`src/rtl/tx_block.sv`:
```
// tx_block: UART transmitter.
//   Sends one byte per frame on serial_out. A frame is a start bit (0), then
//   5-8 data bits LSB first, an optional parity bit, and one stop bit (1).
//   Each bit lasts P = max(bit_period, MIN_PERIOD) clocks.
//   A one-entry holding register sits in front of the shift register. A new
//   byte can therefore be queued while a frame is on the line, and the next
//   frame starts straight after the stop bit with no idle clock.
//
// Optional feature macro: TX_PARITY_EN
//   When defined, the port parity_odd and a PARITY state after DATA are added.
//   The parity bit is the XOR of the N data bits, inverted when parity_odd is 1.
//
// Ports:
//   clk        in   1   system clock, rising edge
//   rst        in   1   synchronous, active-high reset
//   tx_data    in   8   byte to send; MSBs beyond data_size are ignored
//   tx_load    in   1   write strobe, accepted only while tx_ready=1
//   data_size  in   4   data bits per frame, 5..8; any other value means 8
//   bit_period in  14   clocks per serial bit
//   parity_odd in   1   odd parity select (TX_PARITY_EN builds only)
//   serial_out out  1   line output, idles high
//   tx_ready   out  1   holding register empty
//   tx_busy    out  1   frame in progress
//   tx_done    out  1   one-cycle pulse during the last clock of the stop bit
//
// Handshake: a byte is transferred on a rising edge where tx_load=1 and
// tx_ready=1. tx_ready then drops until the holding register has been moved
// into the shift register at the start of a frame. A tx_load while tx_ready=0
// is ignored.
module tx_block #(
  parameter int MIN_PERIOD = 4
) (
  input  logic        clk,
  input  logic        rst,
  input  logic [7:0]  tx_data,
  input  logic        tx_load,
  input  logic [3:0]  data_size,
  input  logic [13:0] bit_period,
`ifdef TX_PARITY_EN
  input  logic        parity_odd,
`endif
  output logic        serial_out,
  output logic        tx_ready,
  output logic        tx_busy,
  output logic        tx_done
);

  typedef enum logic [2:0] {
    IDLE   = 3'd0,
    START  = 3'd1,
    DATA   = 3'd2,
    PARITY = 3'd3,
    STOP   = 3'd4
  } state_t;

  state_t      state, state_d;
  logic [7:0]  holding;
  logic [7:0]  shift, shift_d;
  logic [13:0] cnt, cnt_d;
  logic [13:0] reload;          // P-1 for the frame in progress
  logic [2:0]  bit_cnt, bit_cnt_d;
  logic [2:0]  last_bit;        // N-1 for the frame in progress

  logic        bit_end;
  logic        frame_start;
  logic        accept;
  logic        ready_d;
  logic        line_d;
  logic        done_d;
  logic [13:0] eff_period;
  logic [3:0]  n_eff;
  logic [2:0]  last_new;

`ifdef TX_PARITY_EN
  logic        par_bit;
  logic        par_new;
  logic [7:0]  par_mask;
`endif

  assign bit_end     = (cnt == 14'd0);
  assign accept      = tx_load & tx_ready;
  // Entering START from IDLE or STOP loads a new frame.
  assign frame_start = (state_d == START) && (state != START);

  // Frame settings sampled only at frame start.
  assign eff_period = (bit_period < 14'(MIN_PERIOD)) ? 14'(MIN_PERIOD) : bit_period;
  assign n_eff      = ((data_size >= 4'd5) && (data_size <= 4'd8)) ? data_size : 4'd8;
  assign last_new   = 3'(n_eff - 4'd1);

`ifdef TX_PARITY_EN
  assign par_mask = 8'hFF >> (4'd8 - n_eff);
  assign par_new  = (^(holding & par_mask)) ^ parity_odd;
`endif

  // State register and datapath registers.
  always_ff @(posedge clk) begin
    if (rst) begin
      state      <= IDLE;
      holding    <= '0;
      shift      <= '0;
      cnt        <= '0;
      reload     <= '0;
      bit_cnt    <= '0;
      last_bit   <= '0;
      serial_out <= 1'b1;
      tx_ready   <= 1'b1;
      tx_busy    <= 1'b0;
      tx_done    <= 1'b0;
`ifdef TX_PARITY_EN
      par_bit    <= 1'b0;
`endif
    end else begin
      state      <= state_d;
      shift      <= shift_d;
      cnt        <= cnt_d;
      bit_cnt    <= bit_cnt_d;
      serial_out <= line_d;
      tx_ready   <= ready_d;
      tx_busy    <= (state_d != IDLE);
      tx_done    <= done_d;
      if (accept) holding <= tx_data;
      if (frame_start) begin
        reload   <= eff_period - 14'd1;
        last_bit <= last_new;
`ifdef TX_PARITY_EN
        par_bit  <= par_new;
`endif
      end
    end
  end

  // Next-state logic. The holding register is full whenever tx_ready=0.
  always_comb begin
    state_d = state;
    case (state)
      IDLE:  if (!tx_ready) state_d = START;
      START: if (bit_end) state_d = DATA;
      DATA: begin
        if (bit_end && (bit_cnt == last_bit)) begin
`ifdef TX_PARITY_EN
          state_d = PARITY;
`else
          state_d = STOP;
`endif
        end
      end
`ifdef TX_PARITY_EN
      PARITY: if (bit_end) state_d = STOP;
`endif
      STOP:  if (bit_end) state_d = tx_ready ? IDLE : START;
      default: state_d = IDLE;
    endcase
  end

  // Output and datapath next values. serial_out is registered from line_d,
  // so the line changes on the same edge as the state.
  always_comb begin
    shift_d   = shift;
    cnt_d     = cnt;
    bit_cnt_d = '0;
    ready_d   = tx_ready;
    line_d    = 1'b1;
    // The stop bit's last clock is the cycle where cnt is 0; the reload value
    // is at least 3, so cnt==1 is seen exactly once per stop bit.
    done_d    = (state == STOP) && (cnt == 14'd1);

    if (frame_start) begin
      shift_d = holding;
    end else if ((state == DATA) && bit_end) begin
      shift_d = {1'b0, shift[7:1]};
    end

    if (state_d == IDLE) begin
      cnt_d = '0;
    end else if (frame_start) begin
      cnt_d = eff_period - 14'd1;
    end else if (bit_end) begin
      cnt_d = reload;
    end else begin
      cnt_d = cnt - 14'd1;
    end

    if (state == DATA) begin
      bit_cnt_d = bit_end ? (bit_cnt + 3'd1) : bit_cnt;
    end

    if (accept) begin
      ready_d = 1'b0;
    end else if (frame_start) begin
      ready_d = 1'b1;
    end

    case (state_d)
      START:   line_d = 1'b0;
      DATA:    line_d = shift_d[0];
`ifdef TX_PARITY_EN
      PARITY:  line_d = par_bit;
`endif
      default: line_d = 1'b1;
    endcase
  end

endmodule

```
`config.mk`:
```
export PLATFORM = sky130hd
export DESIGN_NAME = tx_block
export DESIGN_NICKNAME = d
export VERILOG_FILES = /design/src/rtl/tx_block.sv
export SDC_FILE = /design/constraint.sdc
export NUM_CORES = 1
export LEC_CHECK = 0
export ABC_CLOCK_PERIOD_IN_PS = 5600
export BUFFER_PORTS_ARGS = -buffer_cell sky130_fd_sc_hd__buf_2
export CAP_MARGIN = 20
export CORE_AREA = 2 2 84 86
export CTS_CLUSTER_SIZE = 16
export DETAILED_ROUTE_END_ITERATION = 6
export DIE_AREA = 0 0 86 88
export HOLD_SLACK_MARGIN = 0.02
export MAX_ROUTING_LAYER = met4
export SLEW_MARGIN = 20
export SYNTH_ARGS = -nofsm -noshare
export SYNTH_HDL_FRONTEND = slang
export SYNTH_SLANG_ARGS = --single-unit
```
`constraint.sdc`:
```
create_clock -name clk -period 5.6 [get_ports clk]
set_clock_uncertainty 0.1 [all_clocks]
set_input_delay 0.56 -clock clk [delete_from_list [all_inputs] [get_ports clk]]
set_output_delay 0.56 -clock clk [all_outputs]
set_load 0.01 [all_outputs]
```
==> metrics.yaml, run 1 <==
die:
  die_w_um: 86
  io-pin-count: 33
  start_util_pct: 43.69
  core_um2: 6644
  die_y_um: 88
  die_area_um2: 7568
  fp-row-count: 30
detailed_routing:
  dr.pass1.iters: 4
  routed-via-count: 2643
  ant_nets: 0
  routed_wl_um: 6786
  wire_per_inst_um: 14.63
  drc: 0
  routed_via_density: 5.696
  drtIter0Drc: 110
pwr:
  irDropWorstVdd_mv: 0.2572
  power_frac_seq_pct: 32.8
  leakage_nw: 1.238
  switchingPower_mw: 0.7720
  pwr-share-comb_pct: 48.5
  total_power_mw: 1.779
  internal_power_mw: 1.007
  pwr_density_cell_nw_per_um2: 543.2
  p_sw_share_pct: 43.40
  p_clk_share_pct: 18.7
grt:
  grt_pass1_wl_um: 11390
  grt_max_degree: 41
  grt_remaining_overflow: 0
  grt_pass1_vias: 2310
  antenna_found_initial: 0
  grt_usage_pct: 19.84
sta:
  fmax_mhz: 314.1
  finalCriticalPeriod_ns: 3.184
  rsz0062_at_grt: "false"
  slew_violations: 0
  slew_headroom_pct: 49.15
  fin_setup_tns_ns: 0
  finalCritPeriodShare_pct: 56.86
  setup_violations: 0
  fin_hold_ws_ns: 0.3539
  worstMarginPinSlew_ns: 0.7628
  hold_viol_final: 0
  final.setup.worst_slack_ns: 2.416
critical_path:
  rr_endpoint: "cnt[11]"
  cp-start-kind: "flop"
  r2r-start: "cnt[0]"
  reg2reg_slack_ns: 2.42
  arrival_ns: 3.32
  crit_type: "flop to flop"
  worstPathRequired_ns: 5.74
  worstSetupStartpoint: "cnt[0]"
  ff2ff_path_depth: 8
  crit_end: "cnt[11]"
  cp-end-kind: "flop"
  worst-path-max-fanout: 18
clock_tree:
  htreeDepth: 3
  cts_setup_buffers: 0
  clock_latency_ns: 0.34
  cts_root_buf: "clkbuf_8"
  cts_max_path_buffers: 2
  ctsHoldBuffers: 0
  clkTransAtPathRegs_ns: 0.06
  numCtsBuffers: 9
  postCtsResizedCells: 0
  clock-sinks: 57
  cts_tree: "done"
synthesis:
  async_flop_share_pct: 0
  syn-cell-area_um2: 2903
  synth_cells: 355
  ys.flop_type: "dfxtp_1"
  seq_area_frac_synth_pct: 39.31
  yosys_warnings: 0
  avgSynthCellArea_um2: 8.177
  synth-seq-cells: 57
  synth_edf_count: 0
  synth_cell_types: 52
  syn_nets: 389
cells_and_area:
  drive_gt1_share_pct: 15.63
  seq_area_um2: 1141
  fin_util_pct: 49.28
  fin_area_um2: 3274
  syn2layout_area_growth_pct: 12.80
  fill_cells: 671
  nets: 415
  instances_no_fill: 464
  multi_input_comb_area_um2: 1663
  antenna_cells: 0
placement:
  io_buffers: 32
  post-place-cells: 450
  dp_hpwl_um: 4700
  place_area_um2: 3105
  routabilityCongestion: 0.8074
  dp_slack_ns: 2.439
outcome:
  status: "complete, no violations"
run:
  maxCapViolCount: 0
hold_path:
  hold_path.class: "flop to flop"
[synthesized netlist by cell type (2+ instances only)]
cell | number | area (um2)
a2111oi_0 | 3 | 26.28
a211o_1 | 2 | 17.52
a211oi_1 | 13 | 97.59
a21oi_1 | 31 | 155.2
a311oi_1 | 4 | 35.03
and3_1 | 3 | 18.77
buf_1 | 3 | 11.26
buf_2 | 4 | 20.02
clkbuf_1 | 12 | 45.04
dfxtp_1 | 57 | 1141
ha_1 | 5 | 62.56
inv_1 | 5 | 18.77
mux2i_1 | 6 | 60.06
nand2_1 | 44 | 165.2
nand2b_1 | 4 | 25.02
nand3_1 | 14 | 70.07
nand4_1 | 2 | 12.51
nor2_1 | 39 | 146.4
nor2b_1 | 3 | 18.77
nor3_1 | 21 | 105.1
nor3b_1 | 2 | 15.01
nor4_1 | 4 | 25.02
nor4_4 | 4 | 85.08
o211ai_1 | 5 | 37.54
o21a_1 | 4 | 30.03
o21ai_0 | 13 | 65.06
o22ai_1 | 3 | 18.77
o31ai_1 | 3 | 22.52
or3_1 | 5 | 31.28
or3b_1 | 2 | 17.52
or4_1 | 6 | 45.04
xnor2_1 | 4 | 35.03
xor2_1 | 6 | 52.55
[per-layer routing]
metal,track usage [%],vias up,wire length (um)
met5,-,-,0
met4,8.947,0,99
met3,4.336,9,255
met2,28.26,56,2883
met1,26.79,1214,3547
li1,-,1364,-
[how the worst min path moves through the flow]
stage / from / to / depth (start not counted)
after floorplan: holding[7] / shift[7] / 2
after global placement: holding[7] / shift[7] / 2
after detailed placement: holding[7] / shift[7] / 2
after CTS: holding[7] / shift[7] / 2
after global routing: tx_data[6] / holding[6] / 3
final: reload[5] / reload[5] / 2
[critical path: stages (launching register included)]
cell and delay [ns]:
dfxtp_1 0.34, inv_1 0.07, ha_1 0.18, nor3b_1 0.50, nand4_2 0.50, a21oi_2 0.70, buf_4 0.35, a21oi_1 0.06
a221oi_1 0.28
[cells by family (layout without fill, tap and decap cells)]
logic type	Yosys count	in the layout	synth area share (%)
AND/OR/NAND/NOR	160	160	29.31
AO/OA/AOI/OAI	91	91	20.22
flip-flops	57	57	39.31
buffers and inverters	25	54	3.535
XOR/XNOR	10	10	3.017
multiplexers	7	7	2.457
adder cells (fa/ha/maj)	5	5	2.155
[flip-flops by register name (all words and copies together) (netlist names)]
register,count
tx_done,1
shift,8
serial_out,1
bit_cnt,3
tx_busy,1
reload,14
last_bit,3
holding,8
tx_ready,1
cnt,14
state,3
[layout by cell type (no fill, tap or decap), drive strengths merged, types with 8 or more instances in the layout]
cell type / Yosys / layout
o21ai: 14 / 14
clkbuf: 12 / 11
dfxtp: 57 / 57
a211oi: 13 / 13
nand2: 44 / 44
nor3: 21 / 21
buf: 8 / 35
nand3: 15 / 15
nor2: 39 / 39
a21oi: 31 / 31
nor4: 8 / 8
[area by class of cell]
| cell class | instances | area share, % |
|---|---|---|
| multi-input combinational | 273 | 50.78 |
| clock buffer | 11 | 4.624 |
| timing repair buffer | 35 | 5.579 |
| inverter | 5 | 0.5732 |
| clock inverter | 3 | 0.5350 |
| tap | 80 | 3.057 |
| sequential | 57 | 34.85 |
[power groups by stage]
stage          Combinational, mW  Sequential (mW)  Clock, mW
2_1_floorplan              0.692            0.564          0
3_3_place_gp               0.845            0.590          0
3_5_place_dp               0.858            0.590          0
4_1_cts                    0.862            0.582      0.344
5_1_grt                    0.963            0.596      0.358
6_report                   0.863            0.583      0.333
(Power assumes the default switching activity.)
==> run 2: changes to the inputs <==
--- a/config.mk
+++ b/config.mk
@@ -5,7 +5,7 @@
 export SDC_FILE = /design/constraint.sdc
 export NUM_CORES = 1
 export LEC_CHECK = 0
-export ABC_CLOCK_PERIOD_IN_PS = 5600
+export ABC_CLOCK_PERIOD_IN_PS = 3250
 export BUFFER_PORTS_ARGS = -buffer_cell sky130_fd_sc_hd__buf_2
 export CAP_MARGIN = 20
 export CORE_AREA = 2 2 84 86
==> constraint.sdc (replaced) <==
create_clock -name clk -period 3.25 [get_ports clk]
set_clock_uncertainty 0.1 [all_clocks]
set_input_delay 0.325 -clock clk [delete_from_list [all_inputs] [get_ports clk]]
set_output_delay 0.325 -clock clk [all_outputs]
set_load 0.01 [all_outputs]
==> run 2 against run 1 <==
Global-route usage grew 0.73 points. Power increased by 90%. Sequential power rose by 72%. Clock-buffer cell count is 2 lower.
==> metrics.yaml, run 2 (synthesis results as in run 1) <==
sta:
  slew_headroom_pct: 49.80
  hold_viol_final: 0
  fin_hold_ws_ns: 0.1176
  worstMarginPinSlew_ns: 0.7531
  fin_setup_tns_ns: 0
  final.setup.worst_slack_ns: 0.8138
  rsz0062_at_grt: "false"
  fmax_mhz: 410.5
  slew_violations: 0
  setup_violations: 0
  finalCritPeriodShare_pct: 74.96
  finalCriticalPeriod_ns: 2.436
die:
  fp-row-count: 30
  io-pin-count: 33
  start_util_pct: 43.69
  core_um2: 6644
  die_w_um: 86
  die_area_um2: 7568
  die_y_um: 88
clock_tree:
  postCtsResizedCells: 0
  clock_latency_ns: 0.35
  clock-sinks: 57
  cts_setup_buffers: 0
  cts_tree: "done"
  clkTransAtPathRegs_ns: 0.08
  cts_root_buf: "clkbuf_8"
  htreeDepth: 3
  numCtsBuffers: 9
  ctsHoldBuffers: 0
  cts_max_path_buffers: 2
critical_path:
  crit_buf_inv: 3
  crit_chain: "inv_1, ha_1, nor3b_1, nand4_2, buf_4, a21oi_2, buf_12, a21oi_1, a221oi_1"
  critPathSlowestCell: "nor3b_1"
  crit_type: "flop to flop"
  cp-end-kind: "flop"
  worst-path-max-fanout: 25
  crit_family: "compound AO/OA/AOI/OAI gates"
  arrival_ns: 2.59
  slowest_delay_ns: 0.40
  cp-start-kind: "flop"
  worstPathRequired_ns: 3.40
pwr:
  switchingPower_mw: 1.398
  leakage_nw: 1.293
  irDropWorstVdd_mv: 0.3464
  internal_power_mw: 1.981
  pwr_density_cell_nw_per_um2: 996.9
  pwr-share-comb_pct: 45.6
  p_sw_share_pct: 41.36
  p_clk_share_pct: 24.8
  power_frac_seq_pct: 29.7
placement:
  dp_hpwl_um: 5025
  dp_slack_ns: 0.6578
  place_area_um2: 3141
  io_buffers: 32
  routabilityCongestion: 0.8327
grt:
  grt_remaining_overflow: 0
  grt_usage_pct: 20.57
  grt_pass1_vias: 2400
  antenna_found_initial: 0
  grt_max_degree: 41
  grt_pass1_wl_um: 11720
cells_and_area:
  antenna_cells: 0
  fin_area_um2: 3390
  syn2layout_area_growth_pct: 16.77
  drive_gt1_share_pct: 16.71
  largestRegisters: "cnt (14), reload (14)"
  layout_common_cells: "dfxtp_1 (57), nand2_1 (44), nor2_1 (39), buf_2 (32), a21oi_1 (30)"
  nets: 418
  fin_util_pct: 51.02
  final_common_cell: "dfxtp_1"
detailed_routing:
  drc: 0
  routed_via_density: 5.633
  wire_per_inst_um: 14.93
  drtIter0Drc: 165
  routed-via-count: 2642
  dr.pass1.iters: 4
  ant_nets: 0
  routed_wl_um: 7003
outcome:
  status: "complete, no violations"
hold_path:
  hold_path.class: "input port to flop"
run:
  maxCapViolCount: 0
[run 2: changes by cell type in the layout (fill, tap and decap cells not counted), sizes merged]
cell | previous run | this run
inv | 5 | 8
buf | 35 | 38
bufinv | 0 | 3
clkbuf | 11 | 9
clkinvlp | 1 | 0
clkinv | 2 | 1
[run 2: worst register-to-register path, delay by kind of cell, from the launching register on]
family                   cells  cell delay, ns
adder cells (fa/ha/maj)      1            0.18
AO/OA/AOI/OAI                3            0.64
flip-flops                   1            0.35
AND/OR/NAND/NOR              2            0.55
buffers and inverters        3            0.51
[run 2: routing by layer]
layer,wire (um),up-vias,global-route usage (%),part of all wire [%]
met2,2950,51,29.74,42
li1,-,1357,-,-
met3,316,7,4.713,4.5
met1,3641,1227,27.81,52
met4,94,0,7.937,1.3
met5,0,-,-,0
[run 2: final cells by class]
class	instances	area (um2)
fillers	651	3254
repair buffers	38	217.7
inverters	5	18.77
multi-input cells	273	1663
well taps	80	100.1
clock buffers	9	123.9
flip-flops and latches	57	1141
clock inverters	7	125.1
[run 2: worst paths after layout]
kind                                 start          to  slack, ns  depth (start not counted)
worst max-delay path                cnt[0]     cnt[11]       0.81                          9
worst min-delay path            tx_data[4]  holding[4]       0.12                          3
worst max register to register      cnt[0]     cnt[11]       0.81                          9
worst min register to register   reload[7]   reload[7]       0.36                          2
[run 2: metrics by stage]
step	std cells	power [mW]
2_1_floorplan	355	2.166
3_3_place_gp	453	2.527
3_5_place_dp	453	2.542
4_1_cts	469	3.381
5_1_grt	469	3.628
6_report	469	3.379
[run 2: power by group through the flow]
stage               clock (mW)  sequential [mW]  combinational (mW)
floorplan                    0            0.972                1.19
global placement             0             1.01                1.51
detailed placement           0             1.02                1.53
CTS                      0.846             1.00                1.54
global route             0.888             1.03                1.71
finish                   0.837             1.00                1.54
==> run 3: changes to the inputs <==
--- a/config.mk
+++ b/config.mk
@@ -5,13 +5,14 @@
 export SDC_FILE = /design/constraint.sdc
 export NUM_CORES = 1
 export LEC_CHECK = 0
-export ABC_CLOCK_PERIOD_IN_PS = 3250
+export ABC_AREA = 1
+export ABC_CLOCK_PERIOD_IN_PS = 2400
 export BUFFER_PORTS_ARGS = -buffer_cell sky130_fd_sc_hd__buf_2
 export CAP_MARGIN = 20
-export CORE_AREA = 2 2 84 86
+export CORE_AREA = 2 2 87 89
 export CTS_CLUSTER_SIZE = 16
 export DETAILED_ROUTE_END_ITERATION = 6
-export DIE_AREA = 0 0 86 88
+export DIE_AREA = 0 0 89 91
 export HOLD_SLACK_MARGIN = 0.02
 export MAX_ROUTING_LAYER = met4
 export SLEW_MARGIN = 20
==> constraint.sdc (replaced) <==
create_clock -name clk -period 2.4 [get_ports clk]
set_clock_uncertainty 0.1 [all_clocks]
set_input_delay 0.24 -clock clk [delete_from_list [all_inputs] [get_ports clk]]
set_output_delay 0.24 -clock clk [all_outputs]
set_load 0.01 [all_outputs]
==> run 3 against run 2 <==
Synthesized area up 7.0%. Synthesized cell count up 24%. Power up 35%. Critical path type unchanged. Sequential power up 32%. First-iteration DRC count down 20%. Highest routed layer unchanged. Die area up 7.0%. Sequential share of layout area down 2.1 points. Register-to-register slack worse by 0.57 ns.
==> metrics.yaml, run 3 <==
detailed_routing:
  ant_nets: 0
  wl_met2_um: 3097
  dr.max_layer_used: "met4"
  wire_per_inst_um: 11.89
  drc: 0
  wl_met3_um: 352
  dr.pass1.iters: 4
  wl_met1_um: 3423
  drtIter0Drc: 132
  routed_via_density: 4.945
  routed_wl_um: 6945
  routed-via-count: 2888
clock_tree:
  postCtsResizedCells: 0
  clock-sinks: 57
  cts_root_buf: "clkbuf_8"
  clock_latency_ns: 0.35
  cts_tree: "done"
  ctsHoldBuffers: 0
  htreeDepth: 3
  numCtsBuffers: 9
  cts_setup_buffers: 0
  clkTransAtPathRegs_ns: 0.07
  cts_max_path_buffers: 2
die:
  start_util_pct: 43.51
  die_area_um2: 8099
  io-pin-count: 33
  fp-row-count: 31
  core_um2: 7137
  die_w_um: 89
  die_y_um: 91
synthesis:
  yosysMostFrequentCell: "nand2_1"
  avgSynthCellArea_um2: 7.042
  synth_cell_types: 41
  seq_area_frac_synth_pct: 36.74
  synth-seq-cells: 57
  syn_nets: 475
  ys.flop_type: "dfxtp_1"
  async_flop_share_pct: 0
  yosysTopAreaCell: "dfxtp_1"
  synth_common_cells: "nand2_1 (109), dfxtp_1 (57), inv_1 (47)"
  syn-cell-area_um2: 3105
  yosys_warnings: 0
  synth_cells: 441
  synth_edf_count: 0
  yosys-top-cells-area: "dfxtp_1 (37%), nand2_1 (13%), a21oi_1 (6.6%), inv_1 (5.7%), o21ai_0 (5.5%)"
  yosysTopAreaCellShare_pct: 36.74
cells_and_area:
  drive_gt1_share_pct: 17.73
  seq_area_um2: 1141
  final_common_cell: "nand2_1"
  multi_input_comb_area_um2: 1665
  antenna_cells: 0
  largestRegisters: "cnt (14), reload (14)"
  nets: 514
  layout_common_cells: "nand2_1 (109), dfxtp_1 (57), inv_1 (47), a21oi_1 (41), nor2_1 (40)"
  fin_area_um2: 3615
  fill_cells: 735
  instances_no_fill: 584
  syn2layout_area_growth_pct: 16.40
hold_path:
  min_from: "tx_load"
  hold_path.class: "input port to flop"
  min_to: "holding[7]"
  min_path_cells: 3
pwr:
  switchingPower_mw: 1.856
  p_clk_share_pct: 24.5
  pwr_density_cell_nw_per_um2: 1262
  pwr-share-comb_pct: 46.6
  irDropWorstVdd_mv: 0.5266
  p_sw_share_pct: 40.70
  leakage_nw: 1.658
  power_frac_seq_pct: 28.9
  internal_power_mw: 2.704
critical_path:
  crit_path_frequent_cell: "nand2_4"
  worstPathRequired_ns: 2.58
  critPathSlowestCell: "dfxtp_1"
  ff2ff_path_depth: 12
  worst-path-max-fanout: 28
  cp-start-kind: "flop"
  slowest_delay_ns: 0.34
  reg2reg_slack_ns: 0.24
  crit_type: "flop to flop"
  rr_endpoint: "reload[8]"
  r2r-start: "cnt[0]"
  cp-end-kind: "flop"
  crit_chain: "inv_1, ha_1, nand2_4, nor2_8, nand2_4, nand2_1, nand3_2, nand2_4, nand2_4, inv_6, nand3_1, a21oi_1"
  arrival_ns: 2.33
outcome:
  status: "complete, no violations"
placement:
  routabilityCongestion: 0.8857
  io_buffers: 32
  dp_slack_ns: 0.1418
  dp_hpwl_um: 5069
  place_area_um2: 3368
  post-place-cells: 568
grt:
  grt_pass1_vias: 2631
  antenna_found_initial: 0
  grt_pass1_wl_um: 11860
  grt_remaining_overflow: 0
  grt_usage_pct: 19.35
  grt_max_degree: 29
sta:
  fin_setup_tns_ns: 0
  slew_violations: 0
  finalCritPeriodShare_pct: 89.80
  slew_headroom_pct: 71.87
  hold_viol_final: 0
  fmax_mhz: 464.0
  rsz0062_at_grt: "false"
  final.setup.worst_slack_ns: 0.2448
  worstMarginPinSlew_ns: 0.4210
  finalCriticalPeriod_ns: 2.155
  setup_violations: 0
run:
  maxCapViolCount: 0
-- run 3: cell count changes after synthesis, sizes merged, moves of 13 or more --
| cell | change |
|---|---|
| a211oi | -13 |
| nand2 | +70 |
| o21ai | +21 |
| nor3 | -13 |
| nand3 | +15 |
| inv | +44 |
-- run 3: worst max path at each step --
| stage | startpoint | endpoint |
|---|---|---|
| 3_3_place_gp | bit_period[10] | cnt[10] |
| 4_1_cts | cnt[0] | reload[8] |
| 5_1_grt | cnt[0] | cnt[13] |
| 6_report | cnt[0] | reload[8] |
| 2_1_floorplan | bit_period[7] | cnt[10] |
| 3_5_place_dp | bit_period[9] | cnt[10] |
-- run 3: stage by stage --
| step | power [mW] | hold slack, ns | utilization (%) |
|---|---|---|---|
| after global routing | 4.952 | 0.05368 | 50.65 |
| after global placement | 3.422 | 0.3405 | 47.20 |
| after detailed placement | 3.451 | 0.3487 | 47.20 |
| after CTS | 4.579 | 0.04247 | 50.61 |
| final | 4.560 | 0.05048 | 50.65 |
| after floorplan | 3.068 | 0.2965 | - |
-- run 3: cell families after synthesis --
logic type | after synthesis | synth area share, %
AO/OA/AOI/OAI | 84 | 14.55
AND/OR/NAND/NOR | 216 | 32.84
buffers and inverters | 64 | 9.629
flip-flops | 57 | 36.74
XOR/XNOR | 15 | 4.230
adder cells (fa/ha/maj) | 5 | 2.015
-- run 3: worst max-delay path: cells and delay by family (launching register included) --
family	cells	cell delay, ns
and+or+nand+nor	8	0.96
DFF	1	0.34
buffers and inverters	2	0.28
adders and majority gates	1	0.23
AOI/OAI and AO/OA	1	0.17
-- run 3: cell type report --
type                       instances  share of cell area, %
clock inverter                     5                  2.838
inverter                          50                  5.331
sequential                        57                  31.57
timing repair buffer              42                  6.854
tap                               99                  3.427
clock buffer                      11                  3.911
multi-input combinational        320                  46.07
-- run 3: per-layer routing --
metal	vias up	track usage, %
met5	-	-
met4	0	5.597
met3	6	6.000
met2	63	28.05
met1	1321	25.97
li1	1498	-
-- run 3: power by group through the flow --
stage	clock (mW)	sequential [mW]	combinational, mW
final	1.12	1.32	2.12
after global routing	1.18	1.35	2.42
after CTS	1.14	1.32	2.12
after detailed placement	0	1.34	2.12
after global placement	0	1.33	2.09
after floorplan	0	1.31	1.75
